File: config.mk
export PLATFORM = sky130hd
export DESIGN_NAME = const_div_seq
export DESIGN_NICKNAME = d
export VERILOG_FILES = /design/src/rtl/const_div_pkg.sv /design/src/rtl/const_div_step.sv /design/src/rtl/const_div_seq.sv
export SDC_FILE = /design/constraint.sdc
export NUM_CORES = 1
export LEC_CHECK = 0
export ABC_CLOCK_PERIOD_IN_PS = 2850
export CORE_ASPECT_RATIO = 1.1
export CORE_UTILIZATION = 34
export DETAILED_ROUTE_END_ITERATION = 10
export PLACE_DENSITY = 0.58
export RECOVER_POWER = 50
export SLEW_MARGIN = 20
export SYNTH_ARGS = -nofsm -noshare
export SYNTH_HDL_FRONTEND = slang
export SYNTH_SLANG_ARGS = --single-unit
File: constraint.sdc
create_clock -name clk -period 2.85 [get_ports clk]
set_clock_uncertainty 0.1 [all_clocks]
set_input_delay 0.855 -clock clk [delete_from_list [all_inputs] [get_ports clk]]
set_output_delay 0.855 -clock clk [all_outputs]
set_load 0.005 [all_outputs]
File: src/rtl/const_div_pkg.sv
// rtl/const_div_pkg.sv - shared types, divisor constants and the sel decode.
package const_div_pkg;

    localparam logic [5:0] DIV13 = 6'd13;
    localparam logic [5:0] DIV25 = 6'd25;
    localparam logic [5:0] DIV63 = 6'd63;
    localparam logic [5:0] DIV1  = 6'd1;

    typedef enum logic [1:0] {
        SEL_13 = 2'd0,
        SEL_25 = 2'd1,
        SEL_63 = 2'd2,
        SEL_1  = 2'd3
    } sel_e;

    typedef enum logic [1:0] {
        IDLE = 2'd0,
        RUN  = 2'd1,
        DONE = 2'd2
    } state_e;

    function automatic logic [5:0] sel_to_div(input sel_e s);
        case (s)
            SEL_13:  return DIV13;
            SEL_25:  return DIV25;
            SEL_63:  return DIV63;
            default: return DIV1;
        endcase
    endfunction

endpackage

File: src/rtl/const_div_step.sv
// rtl/const_div_step.sv - one combinational restoring-division step.
module const_div_step (
    input  logic [6:0] rem_in,
    input  logic       bit_in,
    input  logic [5:0] div,
    output logic [6:0] rem_out,
    output logic       q_bit
);

    logic [7:0] t;

    // The running remainder never exceeds 62, so the 7-bit difference cannot wrap.
    always_comb begin
        t       = {rem_in, bit_in};
        q_bit   = (t >= {2'b00, div});
        rem_out = q_bit ? (t[6:0] - {1'b0, div}) : t[6:0];
    end

endmodule

File: src/rtl/const_div_seq.sv
// rtl/const_div_seq.sv - sequential divide-by-constant (13/25/63/1), one quotient bit per cycle.
module const_div_seq
    import const_div_pkg::*;
#(
    parameter int WIDTH = 32
) (
    input  logic             clk,
    input  logic             rst,
    input  logic             in_valid,
    output logic             in_ready,
    input  logic [WIDTH-1:0] x,
    input  logic [1:0]       sel,
    output logic             out_valid,
    input  logic             out_ready,
    output logic [WIDTH-1:0] q,
    output logic [5:0]       r
);

    localparam int CNT_W = $clog2(WIDTH);

    state_e             state_q, state_d;
    logic [WIDTH-1:0]   dividend_q, dividend_d;
    logic [5:0]         div_q, div_d;
    logic [6:0]         rem_q, rem_d;
    logic [CNT_W-1:0]   cnt_q, cnt_d;

    logic [6:0]         rem_next;
    logic               q_bit;
    logic               last_step;

    const_div_step u_step (
        .rem_in  (rem_q),
        .bit_in  (dividend_q[WIDTH-1]),
        .div     (div_q),
        .rem_out (rem_next),
        .q_bit   (q_bit)
    );

    assign last_step = (cnt_q == CNT_W'(WIDTH - 1));

    always_ff @(posedge clk or posedge rst) begin
        if (rst) begin
            state_q <= IDLE;
        end else begin
            state_q <= state_d;
        end
    end

    always_comb begin
        state_d = state_q;
        case (state_q)
            IDLE:    if (in_valid) state_d = RUN;
            RUN:     if (last_step) state_d = DONE;
            DONE:    if (out_ready) state_d = IDLE;
            default: state_d = IDLE;
        endcase
    end

    always_comb begin
        in_ready  = (state_q == IDLE);
        out_valid = (state_q == DONE);
    end

    // Quotient bits enter at the LSB as dividend bits leave the MSB.
    always_comb begin
        dividend_d = dividend_q;
        div_d      = div_q;
        rem_d      = rem_q;
        cnt_d      = cnt_q;
        if (state_q == IDLE && in_valid) begin
            dividend_d = x;
            div_d      = sel_to_div(sel_e'(sel));
            rem_d      = '0;
            cnt_d      = '0;
        end else if (state_q == RUN) begin
            dividend_d = {dividend_q[WIDTH-2:0], q_bit};
            rem_d      = rem_next;
            cnt_d      = cnt_q + CNT_W'(1);
        end
    end

    always_ff @(posedge clk or posedge rst) begin
        if (rst) begin
            dividend_q <= '0;
            div_q      <= '0;
            rem_q      <= '0;
            cnt_q      <= '0;
        end else begin
            dividend_q <= dividend_d;
            div_q      <= div_d;
            rem_q      <= rem_d;
            cnt_q      <= cnt_d;
        end
    end

    assign q = dividend_q;
    assign r = rem_q[5:0];

endmodule

**Yosys cells after proc, flatten, opt, wreduce, memory -nomap -nowiden**

Index checks and enable logic that the tools add are counted.

- Bits in registers: 52
- Output and inout port bits: 40
- Word-level logic and storage cells: 33
- Bits of input ports: 38

- Add/sub/neg operators: 2
- Equality and inequality tests: 8
- $lt $le $gt $ge: 1
- Reduce and logical (&&, ||, !) cells: 5
- Mux-type cells: 12

Operators by type and width:

| cell | number |
|---|---|
| 32-bit two-way mux | 2 |
| 7-bit two-way mux | 3 |
| 6-bit case mux with 3 select lines | 1 |
| 5-bit two-way mux | 2 |
| 8-bit by 6-bit >= comparator with 1-bit output | 1 |
| 7-bit by 6-bit subtractor with 7-bit output | 1 |
| 2-bit two-way mux | 3 |
| 2-bit case mux with 3 select lines | 1 |
| 5-bit by 1-bit adder with 5-bit output (second input constant) | 1 |
| 5-bit == test (second input constant) | 1 |
| 2-bit by 1-bit == test with 1-bit output (second input constant) | 2 |
| 2-bit == test (second input constant) | 2 |
| 2-bit zero test | 2 |
| 2-bit inequality test (second input constant) | 2 |
| 3-bit AND reduction | 1 |
| 2-bit by 1-bit inequality test with 1-bit output (second input constant) | 1 |
| 2-bit nonzero test | 1 |
| 1-bit logical AND | 1 |

**Longest topological paths before layout**

Gate-level depths: netlist (run 1).

- Depth in word-level cells: 4
- Mapped depth: 8
- Mapped depth without buffers: 8

**Cells and area by module**

Synthesis (run 1) repeated with hierarchy kept, for this count alone.

- Cell total of the unflattened synthesis: 283
- Area total of the unflattened synthesis: 2663.8 um^2

By module, submodules not included:

| module | seq. area each (um^2) | area each (um^2) | times used | cells each |
|---|---|---|---|---|
| const_div_seq | 1276.2 | 2277.2 | 1 | 234 |
| const_div_step | 0.0 | 386.6 | 1 | 49 |

**Worst setup path before layout (run 1)**

OpenSTA, ideal clock, no wires.

- Kind: register -> register
- From: reg dividend_q[31] (netlist: q[31])
- To: reg rem_q[4]
- Arrival: 1.992 ns
- Stages on the path, launching flop included: 9
- Data required time: 2.624 ns
- Slack: 0.632 ns
- Cell sequence: dfrtp_1 -> inv_1 -> ha_1 -> inv_1 -> fa_1 -> a21o_1 -> a221oi_4 -> a2111oi_1 -> a311o_1

- Longest elaborated chain between the ends: 4
- Elaborated cells on any way between the ends: 5
- Those cells by class: 1 x add/sub; 1 x order compare; 3 x mux

RTL lines:

| element | line | source |
|---|---|---|
| start: declaration | const_div_seq.sv:22 | `logic [WIDTH-1:0] dividend_q, dividend_d;` |
| start signal: assignment | const_div_seq.sv:89 | `dividend_q <= dividend_d;` |
| 7-bit by 6-bit subtractor with 7-bit output / 8-bit by 6-bit >= comparator with 1-bit output (equally long branches) | const_div_step.sv:16, const_div_step.sv:15 |  |
| 7-bit two-way mux (*) | const_div_step.sv:16 | `rem_out = q_bit ? (t[6:0] - {1'b0, div}) : t[6:0];` |
| 7-bit two-way mux (*) | const_div_seq.sv:75 | `end else if (state_q == RUN) begin` |
| 7-bit two-way mux (*) | const_div_seq.sv:70 | `if (state_q == IDLE && in_valid) begin` |
| end signal: assignment | const_div_seq.sv:91 | `rem_q <= rem_d;` |
| end: declaration | const_div_seq.sv:24 | `logic [6:0] rem_q, rem_d;` |

Mark *: on every way between the ends. The rest lies on a longest branch, timed or not. The select of a mux whose other input is x is not followed.
A chain may end at the register's enable or synchronous reset.

**Worst setup path in the final report (run 1)**

- From: in in_valid
- To: reg dividend_q[13] (netlist: q[13])

- Longest elaborated chain between the ends: 2
- Elaborated cells on any way between the ends: 3
- Those cells by class: 1 x mux; 2 x reduce/logical

RTL lines:

| element | line | source |
|---|---|---|
| start: declaration | const_div_seq.sv:9 | `input logic in_valid,` |
| 1-bit logical AND (*) | const_div_seq.sv:70 |  |
| 32-bit two-way mux / 2-bit nonzero test (equally long branches) | -- |  |

Mark *: on every way between the ends. The rest lies on a longest branch, timed or not.

==> results.yml, run 1 <==
drt:
  drt.antenna.violating_nets: 0
  drt-pass1-iter-count: 4
  vias: 2304
  wire_per_inst_um: 14.36
  wirelength_mm: 6.564
  drtIter0Drc: 75
  vias_per_cell: 5.042
  drc: 0
clock_tree:
  postCtsHoldBufs: 0
  post_cts_resize_count: 0
  root_buffer: "clkbuf_8"
  clkSinkCount: 51
  postCtsSetupBuffers: 0
  tritoncts: "yes"
  path_clk_slew_ps: 90
  numCtsBuffers: 5
  h-tree-depth: 2
  clockBufferDepth: 2
  clock_latency_ps: 310
floorplanning:
  row_count: 33
  die_area_um2: 8163
  coreArea_um2: 7515
  ios: 78
  die_h_um: 94.66
  die_w_um: 86.24
  start_util: 0.3531
synthesis:
  ys_seq_area_frac: 0.4809
  synth_area_um2: 2654
  synth_ff_type: "dfrtp_1"
  synth_top_cell_area_share: 0.4809
  synth_nets: 334
  synthArstFlopShare: 1.000
  synthDistinctLibCells: 44
  syn_avg_cell_area_um2: 9.344
  synthTopCellsByCount: "73 x nand2_1, 51 x dfrtp_1, 31 x a22oi_1, 12 x inv_1"
  yosysWarnings: 0
  synth_area_leaders: "dfrtp_1 48%, nand2_1 10%, a22oi_1 8.8%"
  synth_top_cell_by_area: "dfrtp_1"
  syn_inst: 284
  synth_edf_count: 0
  ys_seq_elements: 51
  synth_most_common_cell: "nand2_1"
global_route:
  grt_max_degree: 52
  grt_pass1_vias: 2245
  grt-ovfl-total: 0
  grt_use_total: 0.1721
  grt_pass1_wl_mm: 10.97
  antenna_found_initial: 0
power:
  power_uw: 4356
  p_leak_uw: 0.001580
  peakVddDrop_mv: 0.4843
  p_per_area_nw_per_um2: 1205
sta:
  hold_viol_final: 0
  fmax_mhz: 388.4
  timing.final.crit_period_ps: 2574
  worst_pin_slew_ps: 1266
  slew_headroom: 0.1560
  finalSetupViolations: 0
  tns_ps: 0
  rsz0062_at_grt: "no"
  finalCritPeriodShare: 0.9033
  maxSlewViolCount: 0
critical_path:
  cp_top_family: "simple AND/OR/NAND/NOR gates"
  critPathKind: "primary input to flip-flop"
  worst_path_max_delay_cell: "nor2_2"
  worstPathRequired_ps: 3000
  startpoint_type: "primary input"
  crit_chain: "dlygate4sd3_1 > nor3b_4 > nor2_2 > buf_4 > nand2_1 > nand2_1"
  r2r_end: "rem_q[6]"
  r2r_slack_ps: 420
  crit_top_cell: "nand2_1"
  worst_r2r_path_depth: 9
  critPathCaptureType: "flip-flop"
  cp.depth: 6
  regToRegStartpoint: "q[31]"
  crit_fanout: 20
  critPathBufInv: 2
  slowest_delay_ps: 650
  crit_arrival_ps: 2720
finish:
  utilization: 0.4812
  num_antenna_cells: 0
  area_delta_synth_final_pct: 36.26
  fin_nets: 401
  layout-drive-gt1-share: 0.05682
job:
  cap_violations: 0
place:
  hpwl_mm: 4.519
  port_buffers: 77
  gp_congestion: 0.8154
hold_path:
  hold_class: "flip-flop to flip-flop"
  whs_path_depth: 2
  min_to: "div_q[3]"
  hold_start: "div_q[3]"
run_status:
  status: "complete, no violations"
-- power breakdown --
| group | internal, uW | switching [uW] |
|---|---|---|
| Combinational | 1220 | 1150 |
| Clock | 350 | 247 |
| Sequential | 1090 | 301 |
| Total | 2660 | 1690 |
-- sequential cells by signal (all words and copies together), names as in the netlist --
register,count
cnt_q,5
div_q,5
state_q,2
rem_q,7
q,32
-- cell families (layout without fill, tap and decap cells) --
logic type / Yosys count / in the layout / synth area share
compound gates: 71 / 71 / 0.1957
mux: 1 / 1 / 0.003772
buf+inv: 35 / 103 / 0.06459
fa+ha+maj: 12 / 12 / 0.05941
xor+xnor: 2 / 2 / 0.006602
flops: 51 / 51 / 0.4809
simple gates: 112 / 112 / 0.1891
-- metal layers --
metal	vias to the layer above	share of wire	GRT usage	wire [um]
li1	1121	-	-	-
met1	1103	0.47	0.2238	3057
met2	66	0.44	0.2659	2899
met3	14	0.073	0.06031	477
met4	0	0.020	0.05972	130
met5	-	0	0	0
-- metrics by stage --
step	setup slack (ps)	cell area [um^2]	cells	hold WS, ps
3_3_place_gp	110.0	3503	449	369.4
4_1_cts	324.7	3640	457	400.2
6_report	275.6	3616	457	385.6
3_5_place_dp	52.48	3503	449	378.5
2_1_floorplan	631.6	2654	284	341.3
5_1_grt	127.9	3616	457	407.3
-- cell usage in the layout (no fill, tap or decap), types with 2 or more instances in the layout --
master           netlist  final
ha_1                  11     11
o31ai_1                3      3
clkbuf_2               0      3
o211ai_1               2      2
nor3_1                 4      4
a21o_1                 3      3
dfrtp_1               51     51
inv_1                 12     11
clkdlybuf4s50_1        0     65
o21ai_1                3      3
nor2_1                 8      7
a41oi_1                2      2
clkbuf_8               0      5
a22oi_1               31     31
a21oi_1                5      5
nand4_1                2      2
nand2_1               73     73
nand3_1                8      8
bufinv_16              0      2
dlygate4sd3_1          0     12
buf_4                  7      2
nand2b_1               4      4
o21ai_0               11     11
and3_1                 5      5
-- how the worst max path moves through the flow --
stage                from         to
2_1_floorplan       q[31]   rem_q[4]
3_3_place_gp     in_valid       q[9]
3_5_place_dp     in_valid      q[13]
4_1_cts        state_q[1]  out_valid
5_1_grt          in_valid       q[7]
6_report         in_valid      q[13]
-- worst reg2reg max path, delay by kind of cell, from the launching register on --
kind | cells | cell delay, ps
AOI/OAI and AO/OA | 3 | 650
adders and majority gates | 2 | 570
DFF | 1 | 430
buffers and inverters | 3 | 350
muxes | 1 | 190
-- area by class of cell --
class                      count  area [um^2]
timing repair buffer          83        804.5
multi-input combinational    198         1222
clock buffer                   5        68.82
fill                         741         3899
sequential                    51         1276
tap                          105        131.4
inverter                      12        45.04
clock inverter                 3        67.56
(Power assumes the default switching activity.)
==> run 2, diff against run 1 <==
--- a/config.mk
+++ b/config.mk
@@ -15,3 +15,4 @@
 export SYNTH_ARGS = -nofsm -noshare
 export SYNTH_HDL_FRONTEND = slang
 export SYNTH_SLANG_ARGS = --single-unit
+export TNS_END_PERCENT = 100
==> results of run 2 <==
The final DEF is identical to that of run 1; final timing and power are the same.
